File: config.mk
export PLATFORM = sky130hd
export DESIGN_NAME = svsd_hex_driver
export DESIGN_NICKNAME = d
export VERILOG_FILES = /design/src/rtl/svsd_hex_driver.sv
export SDC_FILE = /design/constraint.sdc
export NUM_CORES = 1
export LEC_CHECK = 0
export ABC_AREA = 1
export CORE_ASPECT_RATIO = 1.4
export CORE_MARGIN = 5
export CORE_UTILIZATION = 35
export DETAILED_ROUTE_END_ITERATION = 6
export DONT_BUFFER_PORTS = 1
export GPL_TIMING_DRIVEN = 0
export SYNTH_ARGS = -nofsm -noshare
export SYNTH_HDL_FRONTEND = slang
export SYNTH_HIERARCHICAL = 1
export SYNTH_SLANG_ARGS = --single-unit
File: constraint.sdc
create_clock -name clk_clk -period 3.37 [get_ports clk_clk]
set_clock_uncertainty 0.1 [all_clocks]
set_input_delay 0.674 -clock clk_clk [delete_from_list [all_inputs] [get_ports clk_clk]]
set_output_delay 0.674 -clock clk_clk [all_outputs]
set_load 0.02 [all_outputs]
File: src/rtl/svsd_hex_driver.sv
// svsd_hex_driver: two-stage display pipeline from six BCD digit exports to
// active-low seven-segment HEX0..HEX5, with per-digit blink, decimal points
// and lamp test. Stage 1 registers the raw inputs. Stage 2 registers the
// decoded segment patterns. A free-running counter sets the blink phase.

// One display digit: decode, apply priority, register the pattern.
module svsd_hex_lane #(
  parameter bit BLANK_INVALID = 1'b1
) (
  input  logic       clk,
  input  logic       rst_n,
  input  logic [3:0] digit,
  input  logic       dp,
  input  logic       blink_en,
  input  logic       lamp_test,
  input  logic       blink_phase,
  output logic [7:0] hex
);
  logic [6:0] seg;
  logic [7:0] hex_d, hex_q;

  // BCD to active-low g..a; codes 10-15 are blank or a dash.
  always_comb begin
    case (digit)
      4'd0:    seg = 7'h40;
      4'd1:    seg = 7'h79;
      4'd2:    seg = 7'h24;
      4'd3:    seg = 7'h30;
      4'd4:    seg = 7'h19;
      4'd5:    seg = 7'h12;
      4'd6:    seg = 7'h02;
      4'd7:    seg = 7'h78;
      4'd8:    seg = 7'h00;
      4'd9:    seg = 7'h10;
      default: seg = BLANK_INVALID ? 7'h7F : 7'h3F;
    endcase
  end

  // Lamp test beats blink; blink blanks the dp too.
  always_comb begin
    hex_d = {~dp, seg};
    if (lamp_test)
      hex_d = 8'h00;
    else if (blink_phase && blink_en)
      hex_d = 8'hFF;
  end

  // Stage-2 output register; all segments off in reset.
  always_ff @(posedge clk or negedge rst_n) begin
    if (!rst_n) hex_q <= 8'hFF;
    else        hex_q <= hex_d;
  end

  assign hex = hex_q;
endmodule

// Top: input stage, blink timebase, six decode lanes.
module svsd_hex_driver #(
  parameter int unsigned CLK_HZ        = 50000000,
  parameter int unsigned BLINK_HZ      = 2,
  parameter int unsigned BLANK_INVALID = 1
) (
  input  logic       clk_clk,
  input  logic       reset_reset_n,
  input  logic [3:0] digit0,
  input  logic [3:0] digit1,
  input  logic [3:0] digit2,
  input  logic [3:0] digit3,
  input  logic [3:0] digit4,
  input  logic [3:0] digit5,
  input  logic [5:0] dp_in,
  input  logic [5:0] blink_mask,
  input  logic       lamp_test,
  output logic [7:0] hex0,
  output logic [7:0] hex1,
  output logic [7:0] hex2,
  output logic [7:0] hex3,
  output logic [7:0] hex4,
  output logic [7:0] hex5,
  output logic       blink_phase
);
  localparam int NUM_LANES = 6;
  localparam int unsigned HALF_RAW = CLK_HZ / (2 * BLINK_HZ);
  localparam int unsigned HALF     = (HALF_RAW < 1) ? 1 : HALF_RAW;
  localparam int CW = (HALF > 1) ? $clog2(HALF) : 1;
  localparam logic [CW-1:0] CNT_MAX = CW'(HALF - 1);

  logic [NUM_LANES-1:0][3:0] digit_d, digit_q;
  logic [NUM_LANES-1:0]      dp_d, dp_q;
  logic [NUM_LANES-1:0]      mask_d, mask_q;
  logic                      lamp_d, lamp_q;
  logic [CW-1:0]             cnt_d, cnt_q;
  logic                      phase_d, phase_q;
  logic [NUM_LANES-1:0][7:0] hex_all;

  // Stage-1 next state: sample every input every cycle, no handshake.
  always_comb begin
    digit_d = {digit5, digit4, digit3, digit2, digit1, digit0};
    dp_d    = dp_in;
    mask_d  = blink_mask;
    lamp_d  = lamp_test;
  end

  // Stage-1 input registers.
  always_ff @(posedge clk_clk or negedge reset_reset_n) begin
    if (!reset_reset_n) begin
      digit_q <= '0;
      dp_q    <= '0;
      mask_q  <= '0;
      lamp_q  <= 1'b0;
    end else begin
      digit_q <= digit_d;
      dp_q    <= dp_d;
      mask_q  <= mask_d;
      lamp_q  <= lamp_d;
    end
  end

  // Blink timebase: wrap at HALF-1 and flip the phase on the wrap.
  always_comb begin
    cnt_d   = cnt_q + CW'(1);
    phase_d = phase_q;
    if (cnt_q == CNT_MAX) begin
      cnt_d   = '0;
      phase_d = ~phase_q;
    end
  end

  // Blink counter and phase registers.
  always_ff @(posedge clk_clk or negedge reset_reset_n) begin
    if (!reset_reset_n) begin
      cnt_q   <= '0;
      phase_q <= 1'b0;
    end else begin
      cnt_q   <= cnt_d;
      phase_q <= phase_d;
    end
  end

  // Lanes see the registered phase, so a toggle shows one cycle later.
  for (genvar i = 0; i < NUM_LANES; i++) begin : g_lane
    svsd_hex_lane #(
      .BLANK_INVALID (BLANK_INVALID != 0)
    ) u_lane (
      .clk         (clk_clk),
      .rst_n       (reset_reset_n),
      .digit       (digit_q[i]),
      .dp          (dp_q[i]),
      .blink_en    (mask_q[i]),
      .lamp_test   (lamp_q),
      .blink_phase (phase_q),
      .hex         (hex_all[i])
    );
  end

  assign hex0        = hex_all[0];
  assign hex1        = hex_all[1];
  assign hex2        = hex_all[2];
  assign hex3        = hex_all[3];
  assign hex4        = hex_all[4];
  assign hex5        = hex_all[5];
  assign blink_phase = phase_q;
endmodule
==> impl_metrics.yaml, run 1 <==
timing:
  setup_tns_ns: 0
  finalCriticalPeriod_ns: 1.90
  period_share: 0.565
  slew_violations: 0
  hold_viol_final: 0
  tightest_slew_ns: 0.808
  fmax_ghz: 0.525
  setup_viol: 0
  rsz0062_at_grt: "false"
  relSlewSlack: 0.462
route:
  dr.first_iter.drc_count: 173
  avgViaCountPerCell: 4.56
  wl_mm: 11.2
  route.detailed.drc: 0
  wl_per_cell_um: 13.9
  drt_pass1_iterations: 4
  postRouteAntennaNets: 0
  num_vias: 3684
placed_design:
  hpwl_mm: 8.23
  post-place-cells: 790
  routabilityCongestion: 0.865
  port_buffers: 0
  place_area_um2: 5620
synthesis:
  yosys.area.top_type: "dfrtp_1"
  ys.warnings.count: 6
  async_flop_share: 1.00
  synthTopCellsByCount: "123 x nand2_1, 81 x inv_1, 69 x nor2_1, 62 x dfrtp_1, 54 x nand3_1"
  ys_seq_area_frac: 0.523
  syn_avg_cell_area_um2: 8.99
  synth_mux_area_frac: 0
  synth_compound_area_frac: 0.0438
  synth_cell_types: 25
  yosys_most_used_dff: "dfrtp_1"
  synth-adder-area-share: 0.0722
  synth_edf_count: 0
  yosys.area.top_type_share: 0.289
  synth.ff_latch_count: 110
  synth-xor-area-share: 0.0163
  synth_area_um2: 5370
  syn_inst: 598
  synth.net_count: 668
  post-synth-top-count-cell: "nand2_1"
  synth_top_cells_by_area: "dfrtp_1 29%, dfstp_2 23%, nand2_1 8.6%"
  synth_top_family_by_area: "simple AND/OR/NAND/NOR gates"
  synthSimpleGateAreaFrac: 0.263
floorplan:
  pin_count: 88
  placementRows: 53
  die_x_um: 115
  start_util: 0.357
  die-area_um2: 18000
  fp.coreArea_um2: 15100
  die_y_um: 157
final_layout:
  register_area_um2: 2810
  drive_above_1_share: 0.223
  area_growth_pct: 10.3
  utilization: 0.394
  n_fill_cell: 1443
  stdcell_area_um2: 5930
  nets: 680
  multiInputGateArea_um2: 2120
  finalNonFillerCells: 808
global_routing:
  track_usage: 0.133
  antenna_found_initial: 1
  overflow: 0
  grt_max_degree: 63
  grt_first_pass_wirelength_mm: 18.5
  first_global_vias: 3680
min_path:
  min_path_type: "in2async"
power_and_ir_drop:
  finalPower_mw: 2.70
  p_leak_nw: 2.88
  ir_worst_vdd_mv: 0.219
  power_density_nw_per_um2: 456
worst_setup_path:
  crit_required_ns: 2.60
  path_class: "reg2out"
  worstPathArrival_ns: 1.13
  crit_path_end_kind: "output pin"
  critical_path_peak_fanout: 9
  start_kind: "flop"
clock_tree:
  numCtsBuffers: 9
  clkTransAtPathRegs_ns: 0.07
  htreeDepth: 3
  cts.path.max_buffers: 2
  cts.sinks: 110
  clock_latency_ns: 0.35
  root_buffer: "clkbuf_16"
  cts_resized: 0
  cts_tree: "yes"
status:
  status: "completed"
flow_run:
  maxCapViolCount: 0
[registers in the layout (all words and copies together) (netlist names)]
register and count:
dp_q 6, g_lane.u_lane/hex 48, digit_q 24, lamp_q 1
blink_phase 1, cnt_q 24, mask_q 6
[report_power, final]
| part | switching, mW | total, mW | internal (mW) |
|---|---|---|---|
| sequential | 0.100 | 1.52 | 1.42 |
| combinational | 0.111 | 0.178 | 0.0669 |
| clock | 0.458 | 1.01 | 0.549 |
[per-stage QoR]
| step | setup slack, ns | hold slack (ns) |
|---|---|---|
| finish | 1.47 | 0.0632 |
| global route | 1.41 | 0.0312 |
| CTS | 1.42 | 0.0420 |
| detailed placement | 1.72 | 0.277 |
| global placement | 1.50 | 0.272 |
| floorplan | 1.97 | 0.265 |
[final cells by class]
| type | instances | area share |
|---|---|---|
| multi-input cells | 388 | 0.358 |
| diodes | 1 | 0.000422 |
| repair buffers | 1 | 0.00464 |
| inverters | 93 | 0.0614 |
| clock inverters | 2 | 0.00274 |
| clock buffers | 14 | 0.0448 |
| flip-flops and latches | 110 | 0.475 |
| plain buffers | 7 | 0.0122 |
| well taps | 192 | 0.0405 |
[path summary, 6_finish.rpt]
path / from / to / slack, ns / depth (start not counted)
worst max-delay path: blink_phase$_DFFE_PN0N_ / blink_phase / 1.47 / 0
worst min-delay path: reset_reset_n / g_lane[4].u_lane/hex[7]$_DFF_PN1_ / 0.06 / 0
worst max register to register: cnt_q[0]$_DFF_PN0_ / cnt_q[0]$_DFF_PN0_ / 1.73 / 8
worst min register to register: dp_q[1]$_DFF_PN0_ / g_lane[1].u_lane/hex[7]$_DFF_PN1_ / 0.28 / 1
max in group asynchronous: reset_reset_n / digit_q[15]$_DFF_PN0_ / 2.80 / 1
min in group clk_clk: digit0[1] / digit_q[1]$_DFF_PN0_ / 0.24 / 0
[timing repair]
| item | in CTS | in global routing |
|---|---|---|
| buffers inserted | 0 | 0 |
| hold buffers | 1 | 0 |
| endpoints found under the hold margin | 62 | 0 |
[per-layer routing]
| layer | GRT usage | up-vias | part of all wire |
|---|---|---|---|
| met3 | 0.0414 | 14 | 0.054 |
| li1 | - | 1859 | - |
| met2 | 0.227 | 70 | 0.51 |
| met5 | 0 | - | 0 |
| met4 | 0.0475 | 0 | 0.019 |
| met1 | 0.157 | 1741 | 0.41 |
[cells in the final DEF (no fill, tap or decap), types with 9 or more instances in the layout]
master and count:
dfstp_2 48, clkbuf_16 10, nor2_1 69, dfrtp_1 61, nand2_2 20, a21oi_1 34
nor2_4 10, nor2_2 19, nand3_1 54, xor2_1 9, ha_1 31, inv_1 81
nand2_1 123
[kinds of logic (layout without fill, tap and decap cells)]
group / after synthesis / count (layout)
AO/OA/AOI/OAI: 42 / 42
XOR/XNOR: 10 / 10
adder cells (fa/ha/maj): 31 / 31
buffers and inverters: 100 / 117
flip-flops: 110 / 110
other: 0 / 1
AND/OR/NAND/NOR: 305 / 305
Power figures use the tool's default switching activity.
==> run 2, diff against run 1 <==
Clock period 3.37 ns to 1.8 ns, I/O delays scaled along.
==> run 2 against run 1 <==
  * The run now ends with hold timing left
  * Clock power grew 87%
  * Combinational power increased by 110%
  * Wire length shrank 0.59%
  * Core utilization up 2.3 points
  * Design area rose by 5.8%
  * Register-to-register slack worse by 1.6 ns
  * First-iteration DRC count up 27%
  * Critical path type is now reg2reg
  * Highest routed layer unchanged
==> impl_metrics.yaml, run 2 (same netlist as run 1, synthesis figures left out) <==
status:
  status: "finished, violations left"
  violations: "hold timing"
clock_tree:
  postCtsSetupRepairBufs: 0
  numCtsBuffers: 9
  clkTransAtPathRegs_ns: 0.07
  htreeDepth: 3
  root_buffer: "clkbuf_16"
  cts_hold_buffers: 37
  clock_latency_ns: 0.35
  cts.sinks: 110
  cts_tree: "yes"
  cts.path.max_buffers: 2
worst_setup_path:
  start_kind: "flop"
  crit_required_ns: 1.95
  worstPathArrival_ns: 1.79
  path_common_cell: "inv_1"
  critPathSlowestCell: "dfrtp_1"
  path_cells: "ha_1, nand2_1, nor2_4, nand3_1, inv_1, nand2_2, inv_1, nor2_1"
  rrSetupSlack_ns: 0.15
  max_stage_delay_ns: 0.37
  crit_path_end_kind: "flop"
  critical_path_peak_fanout: 5
  path_class: "reg2reg"
final_layout:
  largest_reg_flops: 48
  area_growth_pct: 16.7
  drive_above_1_share: 0.210
  layout_commonest_cell: "nand2_1"
  nets: 716
  layout_common_cells: "123 x nand2_1, 81 x inv_1, 69 x nor2_1"
timing:
  tightest_slew_ns: 0.796
  period_share: 0.916
  finalCriticalPeriod_ns: 1.65
  hold_viol_final: 110
  setup_tns_ns: 0
  slew_violations: 0
  fmax_ghz: 0.607
  whs_ns: -0.404
  relSlewSlack: 0.469
  rsz0062_at_grt: "false"
  setup_viol: 0
route:
  postRouteAntennaNets: 0
  dr.first_iter.drc_count: 220
  drt_pass1_iterations: 4
  avgViaCountPerCell: 4.49
  route.detailed.drc: 0
  wl_per_cell_um: 13.2
  num_vias: 3789
  wl_mm: 11.2
placed_design:
  port_buffers: 0
  routabilityCongestion: 0.865
  hpwl_mm: 8.23
global_routing:
  track_usage: 0.131
  antenna_found_initial: 1
  first_global_vias: 3772
  grt_first_pass_wirelength_mm: 18.5
  overflow: 0
  grt_max_degree: 111
floorplan:
  pin_count: 88
  die-area_um2: 18000
  placementRows: 53
  start_util: 0.357
  die_x_um: 115
  die_y_um: 157
  fp.coreArea_um2: 15100
power_and_ir_drop:
  pwr-share-comb: 0.072
  ir_worst_vdd_mv: 0.407
  power.internal_mw: 3.85
  swShare: 0.244
  power_frac_clock: 0.371
  finalPower_mw: 5.09
  power_density_nw_per_um2: 812
  p_sw_mw: 1.24
  p_leak_nw: 3.02
  power.share.sequential: 0.557
min_path:
  min_path_type: "in2async"
flow_run:
  maxCapViolCount: 0
-- run 2: changes by cell type in the layout (fill, tap and decap cells not counted) --
cell           before  now
dfrtp_2             1    2
buf_16              1    0
dlygate4sd3_1       0   37
dfrtp_1            61   60
-- run 2: area by class of cell --
type / instances / area (um^2)
sequential: 110 / 2820
fill: 1423 / 8780
timing repair buffer: 37 / 370
clock buffer: 14 / 265
multi-input combinational: 388 / 2120
clock inverter: 2 / 16.3
antenna: 1 / 2.50
inverter: 93 / 364
tap: 192 / 240
buffer: 7 / 72.6
-- run 2: worst paths after layout --
kind / endpoint / cells after the start / start
worst min-delay path: digit_q[3]$_DFF_PN0_ / 0 / reset_reset_n
max in group asynchronous: g_lane[3].u_lane/hex[4]$_DFF_PN1_ / 0 / reset_reset_n
worst max register to register: cnt_q[0]$_DFF_PN0_ / 8 / cnt_q[0]$_DFF_PN0_
min in group clk_clk: g_lane[1].u_lane/hex[7]$_DFF_PN1_ / 1 / dp_q[1]$_DFF_PN0_
worst min register to register: g_lane[1].u_lane/hex[7]$_DFF_PN1_ / 1 / dp_q[1]$_DFF_PN0_
worst max-delay path: cnt_q[0]$_DFF_PN0_ / 8 / cnt_q[0]$_DFF_PN0_
-- run 2: what timing repair did --
| action | CTS | global route |
|---|---|---|
| hold endpoints to repair | 147 | 110 |
| endpoints found under the setup margin | 0 | 1 |
| gates resized for setup | 0 | 1 |
-- run 2: power by group through the flow --
stage          sequential [mW]  clock, mW  combinational (mW)
3_3_place_gp              2.89          0               0.295
5_1_grt                   2.85       2.08               0.421
3_5_place_dp              2.89          0               0.301
4_1_cts                   2.84       1.97               0.369
2_1_floorplan             2.85          0               0.254
6_report                  2.84       1.89               0.365
-- run 2: critical path: cells and delay by family, from the launching register on --
| family | cells | cell delay, ns |
|---|---|---|
| simple gates | 5 | 0.64 |
| flops | 1 | 0.37 |
| fa+ha+maj | 1 | 0.19 |
| buf+inv | 2 | 0.24 |
-- run 2: layer usage --
layer	global-route usage	wire length, um	vias to the layer above	share of wire
met4	0.0475	208	0	0.019
met2	0.223	5660	72	0.51
met1	0.159	4750	1772	0.42
met3	0.0364	559	14	0.050
li1	-	-	1931	-
met5	0	0	-	0
-- run 2: per-stage QoR --
step | cell area [um^2] | hold WS, ns | worst slack [ns] | utilization | instances
floorplan | 5370 | -0.0356 | 0.397 | - | 598
global placement | 5610 | -0.0313 | -0.0677 | 0.373 | 790
detailed placement | 5620 | -0.0303 | 0.150 | 0.373 | 790
CTS | 6270 | -0.426 | 0.131 | 0.416 | 843
global route | 6270 | -0.430 | 0.0122 | 0.417 | 844
finish | 6270 | -0.404 | 0.152 | 0.417 | 844
